===== config.mk =====
export PLATFORM = sky130hd
export DESIGN_NAME = trig_phase_sync
export DESIGN_NICKNAME = d
export VERILOG_FILES = /design/src/rtl/trig_phase_sync.sv
export SDC_FILE = /design/constraint.sdc
export NUM_CORES = 2
export LEC_CHECK = 0
export BUFFER_PORTS_ARGS = -buffer_cell sky130_fd_sc_hd__buf_2
export CORE_ASPECT_RATIO = 0.7
export CORE_MARGIN = 3
export CORE_UTILIZATION = 65
export DETAILED_ROUTE_END_ITERATION = 8
export PLACE_DENSITY = 0.82
export REMOVE_ABC_BUFFERS = 1
export SETUP_SLACK_MARGIN = 0.3
export SYNTH_ARGS = -nofsm -noshare
export SYNTH_HDL_FRONTEND = slang
export SYNTH_SLANG_ARGS = --single-unit
export TNS_END_PERCENT = 5

===== constraint.sdc =====
create_clock -name clk_adc -period 3.6 [get_ports clk_adc]
set_input_delay 0.18 -clock clk_adc [delete_from_list [all_inputs] [get_ports clk_adc]]
set_output_delay 0.18 -clock clk_adc [all_outputs]
set_load 0.01 [all_outputs]

===== src/rtl/trig_phase_sync.sv =====
// trig_phase_sync: per-channel trigger phase-lock receiver for coax links.
// Calibrates a phase slot per channel, then turns locked triggers into held levels.
module trig_phase_sync #(
  parameter int NCH      = 16,
  parameter int NPHASE   = 4,
  parameter int CNTW     = 6,
  parameter int LOCK_MIN = 54,
  parameter int HOLD     = 3,
  parameter int HISTW    = 32,
  localparam int CW = (NCH > 1) ? $clog2(NCH) : 1,
  localparam int PW = (NPHASE > 1) ? $clog2(NPHASE) : 1
) (
  input  logic             clk_adc,
  input  logic             nrst,
  input  logic             in_en,
  input  logic [NCH-1:0]   coax_in,
  input  logic             calib,
  input  logic             clear_hist,
  input  logic [CW-1:0]    rd_chan,
  input  logic [1:0]       rd_sel,
  input  logic [PW-1:0]    rd_bin,
  output logic [HISTW-1:0] rd_data,
  output logic [NCH-1:0]   locked,
  output logic [NCH-1:0]   trig_out
);

  logic [NCH-1:0]                      in_r;
  logic [PW-1:0]                       pc;
  logic                                calib_q;
  logic                                cal_start;
  logic                                cal_end;
  logic [NPHASE-1:0][NCH-1:0][CNTW-1:0] rec;
  logic [NCH-1:0][PW-1:0]              phase;
  logic [NCH-1:0][PW-1:0]              ph_n;
  logic [NCH-1:0]                      lock_n;
  logic [NCH-1:0][7:0]                 hold;
  logic [NCH-1:0][7:0]                 hold_n;
  logic [NCH-1:0]                      trig_n;
  logic [NCH-1:0][HISTW-1:0]           trig_cnt;
  logic [NCH-1:0][HISTW-1:0]           orph_cnt;
  logic [HISTW-1:0]                    rd_n;

  assign cal_start = calib & ~calib_q;
  assign cal_end   = ~calib & calib_q;

  always_ff @(posedge clk_adc or negedge nrst) begin
    if (!nrst) begin
      in_r    <= '0;
      pc      <= '0;
      calib_q <= 1'b0;
    end else begin
      in_r    <= coax_in & {NCH{in_en}};
      calib_q <= calib;
      if (pc == PW'(NPHASE - 1)) pc <= '0;
      else                       pc <= pc + 1'b1;
    end
  end

  always_ff @(posedge clk_adc or negedge nrst) begin
    if (!nrst) begin
      rec <= '0;
    end else if (cal_start) begin
      rec <= '0;
    end else if (calib) begin
      for (int c = 0; c < NCH; c++)
        if (in_r[c] && rec[pc][c] != '1)
          rec[pc][c] <= rec[pc][c] + 1'b1;
    end
  end

  // Lock needs a single populated slot, and that slot must reach LOCK_MIN.
  always_comb begin : lock_eval
    logic           found;
    logic           multi;
    logic           big;
    logic [PW-1:0]  kk;
    lock_n = '0;
    ph_n   = '0;
    for (int c = 0; c < NCH; c++) begin
      found = 1'b0;
      multi = 1'b0;
      big   = 1'b0;
      kk    = '0;
      for (int k = 0; k < NPHASE; k++) begin
        if (rec[k][c] != '0) begin
          multi = multi | found;
          found = 1'b1;
          big   = (rec[k][c] >= CNTW'(LOCK_MIN));
          kk    = PW'(k);
        end
      end
      lock_n[c] = found & ~multi & big;
      ph_n[c]   = lock_n[c] ? kk : '0;
    end
  end

  always_ff @(posedge clk_adc or negedge nrst) begin
    if (!nrst) begin
      locked <= '0;
      phase  <= '0;
    end else if (cal_start) begin
      locked <= '0;
    end else if (cal_end) begin
      locked <= lock_n;
      phase  <= ph_n;
    end
  end

  always_comb begin
    hold_n = hold;
    trig_n = '0;
    for (int c = 0; c < NCH; c++) begin
      if (calib)
        hold_n[c] = '0;
      else if (in_r[c] && locked[c])
        hold_n[c] = 8'(HOLD);
      else if (!in_r[c] && pc == phase[c] && hold[c] != '0)
        hold_n[c] = hold[c] - 1'b1;
      trig_n[c] = ~calib & (hold_n[c] != '0);
    end
  end

  always_ff @(posedge clk_adc or negedge nrst) begin
    if (!nrst) begin
      hold     <= '0;
      trig_out <= '0;
    end else begin
      hold     <= hold_n;
      trig_out <= trig_n;
    end
  end

  always_ff @(posedge clk_adc or negedge nrst) begin
    if (!nrst) begin
      trig_cnt <= '0;
      orph_cnt <= '0;
    end else if (clear_hist) begin
      trig_cnt <= '0;
      orph_cnt <= '0;
    end else if (!calib) begin
      for (int c = 0; c < NCH; c++) begin
        if (in_r[c] && locked[c] && trig_cnt[c] != '1)
          trig_cnt[c] <= trig_cnt[c] + 1'b1;
        if (in_r[c] && !locked[c] && orph_cnt[c] != '1)
          orph_cnt[c] <= orph_cnt[c] + 1'b1;
      end
    end
  end

  always_comb begin
    rd_n = '0;
    if (int'(rd_chan) < NCH) begin
      unique case (rd_sel)
        2'd0: rd_n = trig_cnt[rd_chan];
        2'd1: rd_n = orph_cnt[rd_chan];
        2'd2: if (int'(rd_bin) < NPHASE)
                rd_n = HISTW'(rec[rd_bin][rd_chan]);
        default: rd_n = HISTW'({locked[rd_chan], phase[rd_chan]});
      endcase
    end
  end

  always_ff @(posedge clk_adc or negedge nrst) begin
    if (!nrst) rd_data <= '0;
    else       rd_data <= rd_n;
  end

endmodule

* Word-level counts from Yosys, hierarchy flattened *
Cells that the tools add are included.
Widths: inputs -> output; s select.

cells by class
  add/subtract/negate cells = 65
  magnitude comparators = 68
  equal/unequal tests = 68
  multiplexer cells = 438
  bitwise gates (word level) = 102
  reduce and logical (&&, ||, !) cells = 309

operators by type and width
  kind                   count
  $mux 384               48
  $bwmux 384             16
  $demux 96 s2           16
  $mux 512               4
  $mux 32                34
  $add 32x1->32 const B  32
  $ne 32x32->1 const B   32
  $bmux 96 s2            2
  $ge 6x6->1 const B     64
  $mux 8                 48
  $reduce_bool 6->1      64
  $mux 96                3
  $bmux 32 s4            2
  $reduce_bool 8->1      32
  $mux 1                 193
  $sub 8x1->8 const B    16
  $logic_and 1x1->1      113
  $mux 2                 50
  $add 6x1->6 const B    16
  $ne 6x6->1 const B     16
  $pmux 32 s3            1
  $mux 90                1
  $mux 84                1
  $mux 78                1
  32 further kinds       245

storage, ports and cells
  bits in registers = 1651
  input port bits = 29
  output and inout bits = 64
  logic and storage cells = 1184

* Depth between registers and ports, before layout *
  word-level depth = 68
  mapped depth = 12
  gate-level depth less buffers = 8

* Worst setup path after synthesis *
No wires, ideal clock.

  path kind = flip-flop to flip-flop
  from = register pc[0]
  to = register rec[197] (netlist name)
  setup time = 0.132 ns
  data arrival time = 2.786 ns
  required time = 3.468 ns
  path slack = 0.682 ns
  stages on the path, launching flop included = 12
  buffers on the path = 4
  clock period less this slack = 2.918 ns
  cell sequence = dfrtp_1 -> buf_4 -> buf_6 -> buf_6 -> buf_4 -> mux4_2 -> ha_1 -> and3_1 -> a31o_4 -> nor2_8 -> mux2i_1 -> nor2_1

between the ends
  word-level cells in the longest chain between the ends = 68
  elaborated cells between the ends (all ways) = 134
  classes of those cells = add/sub: 16; order compare: 2; eq/ne: 16; mux: 83; reduce/logical: 17

RTL lines
  item                                                                  line  source
  start, declared                                                       28    logic [PW-1:0] pc;
  start signal, assigned                                                55    else pc <= pc + 1'b1;
  parallel branches: the longest is 65 deep, another holds $add 6x1->6  n/a
  $mux 384 *                                                            66    if (in_r[c] && rec[pc][c] != '1)
  $mux 384 *                                                            64    end else if (calib) begin
  $mux 384 *                                                            62    end else if (cal_start) begin
  end signal, assigned by index                                         67    rec[pc][c] <= rec[pc][c] + 1'b1;
  end, declared                                                         32    logic [NPHASE-1:0][NCH-1:0][CNTW-1:0] rec;

Mark *: on every way between the ends. The select of a mux whose other input is x is not followed.
A chain may end at the register's enable or synchronous reset.

* Worst setup path in the final report *
  from = register pc[0]
  to = register rec[309] (netlist name)

between the ends
  word-level cells in the longest chain between the ends = 67
  elaborated cells between the ends (all ways) = 134
  classes of those cells = add/sub: 16; order compare: 2; eq/ne: 16; mux: 83; reduce/logical: 17

RTL lines
  item                                             line
  $bmux 96 s2                                      66, 67
  $mux 96 (implied by the code)                    66, 67
  $add 6x1->6 or $ne 6x6->1 (tied branches)        67, 66
  $bwmux 384 or $logic_and 1x1->1 (tied branches)  67, 66
  $mux 384                                         66
  $mux 384                                         64
  $mux 384                                         62
  $bwmux 384                                       67
  [... 51 more ...]                                n/a
  $bwmux 384                                       67
  $mux 384                                         66
  $mux 384                                         64
  $mux 384                                         62
  $bwmux 384                                       67
  $mux 384 *                                       66
  $mux 384 *                                       64
  $mux 384 *                                       62

Mark *: on every way between the ends. The rest lies on a longest branch, timed or not. The select of a mux whose other input is x is not followed.

==> key figures <==
Outcome
  – Status: finished, final reports clean

Global routing
  – GR met2 Demand/Resource: 0.547
  – Gr busiest metal: met1
  – Initial antenna violation count: 33
  – Total GRT Usage: 0.422
  – Largest net degree at the start of global routing: 170
  – Grt ovf: 0
  – Global-route wire length before repair: 512000 um
  – Met3 global-route usage: 0.210
  – Vias in the first global route: 82400
  – Met1 Resource Use GR: 0.603

STA
  – Final setup fails: 0
  – Max Fclk: 321 MHz
  – Hold slack: 0.0562 ns
  – Tightest Pin Transition: 1.33 ns
  – Clock skew: 0.0367 ns
  – Final Hold Viols: 0
  – RSZ-0062 raised after global routing: no
  – Setup TNS: 0 ns
  – Min cycle time layout: 3.12 ns
  – Max-slew violations: 0
  – Fin crit share: 0.866
  – Rel. slew slack: 0.104

Pwr
  – Power Internal: 0.0303 W
  – Peak VDD IR: 435 uV
  – Net Switching: 0.00975 W
  – Clock share of power: 0.469
  – Pwr dens: 366 nW/um2
  – LEAKAGE: 44.8 nW
  – Gate power share: 0.060
  – Part of the power in registers: 0.471
  – Switching fraction of total power: 0.243

Worst setup path
  – CP max stage delay: 0.65 ns
  – Worst path top cell family by delay: multiplexers
  – Worst Path Max Fanout: 48
  – RR Endpoint: rec[309]
  – CP bufs+invs: 1
  – Setup crit end kind: flop
  – CP arrival: 3.78 ns
  – Worst r2r src: pc[0]
  – CP Data Required Time: 4.26 ns
  – Reg2Reg Depth: 8
  – Critical-path top delay cell: mux4_2
  – Reg-to-reg setup timing slack: 0.48 ns
  – Crit path launch type: flop
  – Crit Path Category: reg2reg
  – CP Cell Sequence: buf_12 > mux4_2 > ha_1 > nand2_1 > o21ai_1 > nor2_2 > mux2i_1 > nor2_1

Finish
  – Final nets: 10400
  – Share of cells above drive strength 1: 0.123
  – Final std cells w/o fill: 12400
  – Layout Utilization: 0.722
  – Area Growth Syn to Fin: 9.31%
  – Final instance area: 110000 um2
  – Fillers: 10800

Synthesis
  – Mapped Area: 100000 um2
  – Ys async rst share: 1.00
  – Top_reg_cell synth: dfrtp_1
  – Yosys warns: 0
  – Post-synthesis cell type count: 108
  – Number of synthesized flops with an enable pin: 0
  – Register area share after synthesis: 0.412
  – Mapped Cells: 10200
  – Syn avg cell area: 9.79 um2
  – FF+latch count, synth: 1651

Clock tree
  – CTS tree: built
  – Post-CTS resize count: 0
  – Clk buf depth: 3
  – CTS buffer count: 166
  – # Post-CTS Setup Buffers: 0
  – CTS H-Tree Depth: 4
  – Clock latency on the worst-skew pair: 0.84 ns
  – # clock sinks: 1651
  – Worst-path clk slew: 0.07 ns
  – Root Driver: clkbuf_16

Floorplan
  – Chip width: 475 um
  – Starting density of the core: 0.661
  – FP Rows: 119
  – Die Y: 335 um
  – Full die area: 159000 um2
  – CORE AREA: 152000 um2
  – Io pins: 93

Placement
  – Final GP Congestion: 1.11
  – Input/output buffers: 92
  – Placed cell areas: 103000 um2
  – Placed cells: 12100
  – Post-detail-place hpwl: 246000 um

Route
  – Residual DRC count: 0
  – Routed len/inst: 27.3 um
  – Post-Route WL: 338000 um
  – Via count: 87800
  – Via/cell ratio: 7.08
  – DR iter-0 viols: 14400
  – Drt first pass iters: 9
  – Routed Antenna Nets: 0

Min path
  – Hold path cells: 2
  – Worst Hold Path EP: in_r[8]
  – Hold Crit Class: in2reg
  – HP Start: in_en

Job
  – Max-cap viol count: 0
-- sequential cells by signal, indices dropped and copies added, names as in the netlist --
signal	flops
pc	2
orph_cnt	512
rd_data	32
phase	32
trig_out	16
rec	384
trig_cnt	512
in_r	16
locked	16
hold	128
calib_q	1
-- cells by family after synthesis --
group,after synthesis,synth area share
AO/OA/AOI/OAI,933,0.0593
XOR/XNOR,1041,0.0909
adder cells (fa/ha/maj),86,0.0107
buffers and inverters,666,0.0275
flip-flops,1651,0.412
multiplexers,809,0.144
AND/OR/NAND/NOR,5051,0.256
-- routing by layer --
metal,part of all wire,wire length [um]
met1,0.39,130000
met2,0.39,133000
met3,0.18,60100
met4,0.042,14300
met5,0.0011,379
-- how the worst max path moves through the flow --
| stage | depth (start not counted) | startpoint | slack, ns | end |
|---|---|---|---|---|
| floorplan | 4 | calib_q | -4.45 | locked[0] |
| global placement | 8 | pc[0] | 0.68 | rec[303] |
| detailed placement | 8 | pc[0] | 0.60 | rec[309] |
| CTS | 8 | pc[0] | 0.57 | rec[309] |
| global route | 8 | pc[0] | 0.33 | rec[20] |
| finish | 8 | pc[0] | 0.48 | rec[309] |
-- placed cells by master, fill, tap and decap left out, drive strengths merged, types with 308 or more instances in the layout --
cell	synthesis	routed
a21oi	328	328
buf	156	308
dfrtp	1651	1651
mux4	503	503
nand2	744	744
nand3	545	545
nand4	382	382
nor2	1811	1811
nor3	417	417
xnor2	443	443
xor2	598	598
-- power by group through the flow --
stage          Combinational, W  Sequential [W]  Clock, W
2_1_floorplan          0.000906          0.0191         0
3_3_place_gp            0.00226          0.0192         0
3_5_place_dp            0.00231          0.0192         0
4_1_cts                 0.00236          0.0189    0.0189
5_1_grt                 0.00257          0.0189    0.0196
6_report                0.00239          0.0189    0.0188
-- synth_stat cells (13+ instances only) --
cell type	count	share of area
nor4_1	161	0.010
a22oi_1	14	0.0010
o22ai_1	22	0.0014
nand3b_1	23	0.0017
clkbuf_1	323	0.012
o2111ai_1	23	0.0020
nand2_1	740	0.028
and4_1	137	0.012
nor2_1	1772	0.066
or2_2	37	0.0023
o211ai_1	31	0.0023
nand3_1	543	0.027
a31oi_1	39	0.0024
nand4_1	380	0.024
xnor2_1	443	0.039
a41oi_1	13	0.0011
or4_1	83	0.0062
a21oi_1	328	0.016
nand4b_1	30	0.0026
buf_1	52	0.0019
and3_1	182	0.011
nor3b_1	40	0.0030
a211oi_1	98	0.0073
nor4b_1	70	0.0061
nor2_8	20	0.0040
o31ai_1	15	0.0011
inv_1	185	0.0069
o21ai_0	204	0.010
dfrtp_1	1651	0.41
ha_1	86	0.011
nand2b_1	17	0.0011
nor2b_1	38	0.0024
buf_2	70	0.0035
mux4_2	503	0.11
nor3_1	411	0.021
mux2i_1	284	0.028
nor2_2	14	0.00087
mux2_2	22	0.0025
or3_1	143	0.0089
xor2_1	598	0.052
buf_4	22	0.0016
and2_1	120	0.0075
-- stage by stage --
stage	power [W]	worst slack [ns]
after floorplan	0.0200	-4.45
after global placement	0.0215	0.681
after detailed placement	0.0215	0.603
after CTS	0.0401	0.565
after global routing	0.0411	0.331
final	0.0401	0.484
-- timing repair --
action / CTS / global route
hold buffers: 36 / 0
endpoints found under the hold margin: 1045 / 0
setup endpoints to repair: 0 / 0
-- cell type report --
cell class	instances	area, um2	area share
antenna	9	22.5	0.000206
clock buffer	229	4830	0.0441
clock inverter	70	933	0.00852
inverter	186	699	0.00638
multi-input combinational	7920	56200	0.513
sequential	1651	41300	0.377
tap	1996	2500	0.0228
timing repair buffer	343	3070	0.0280
Power figures use the tool's default switching activity.
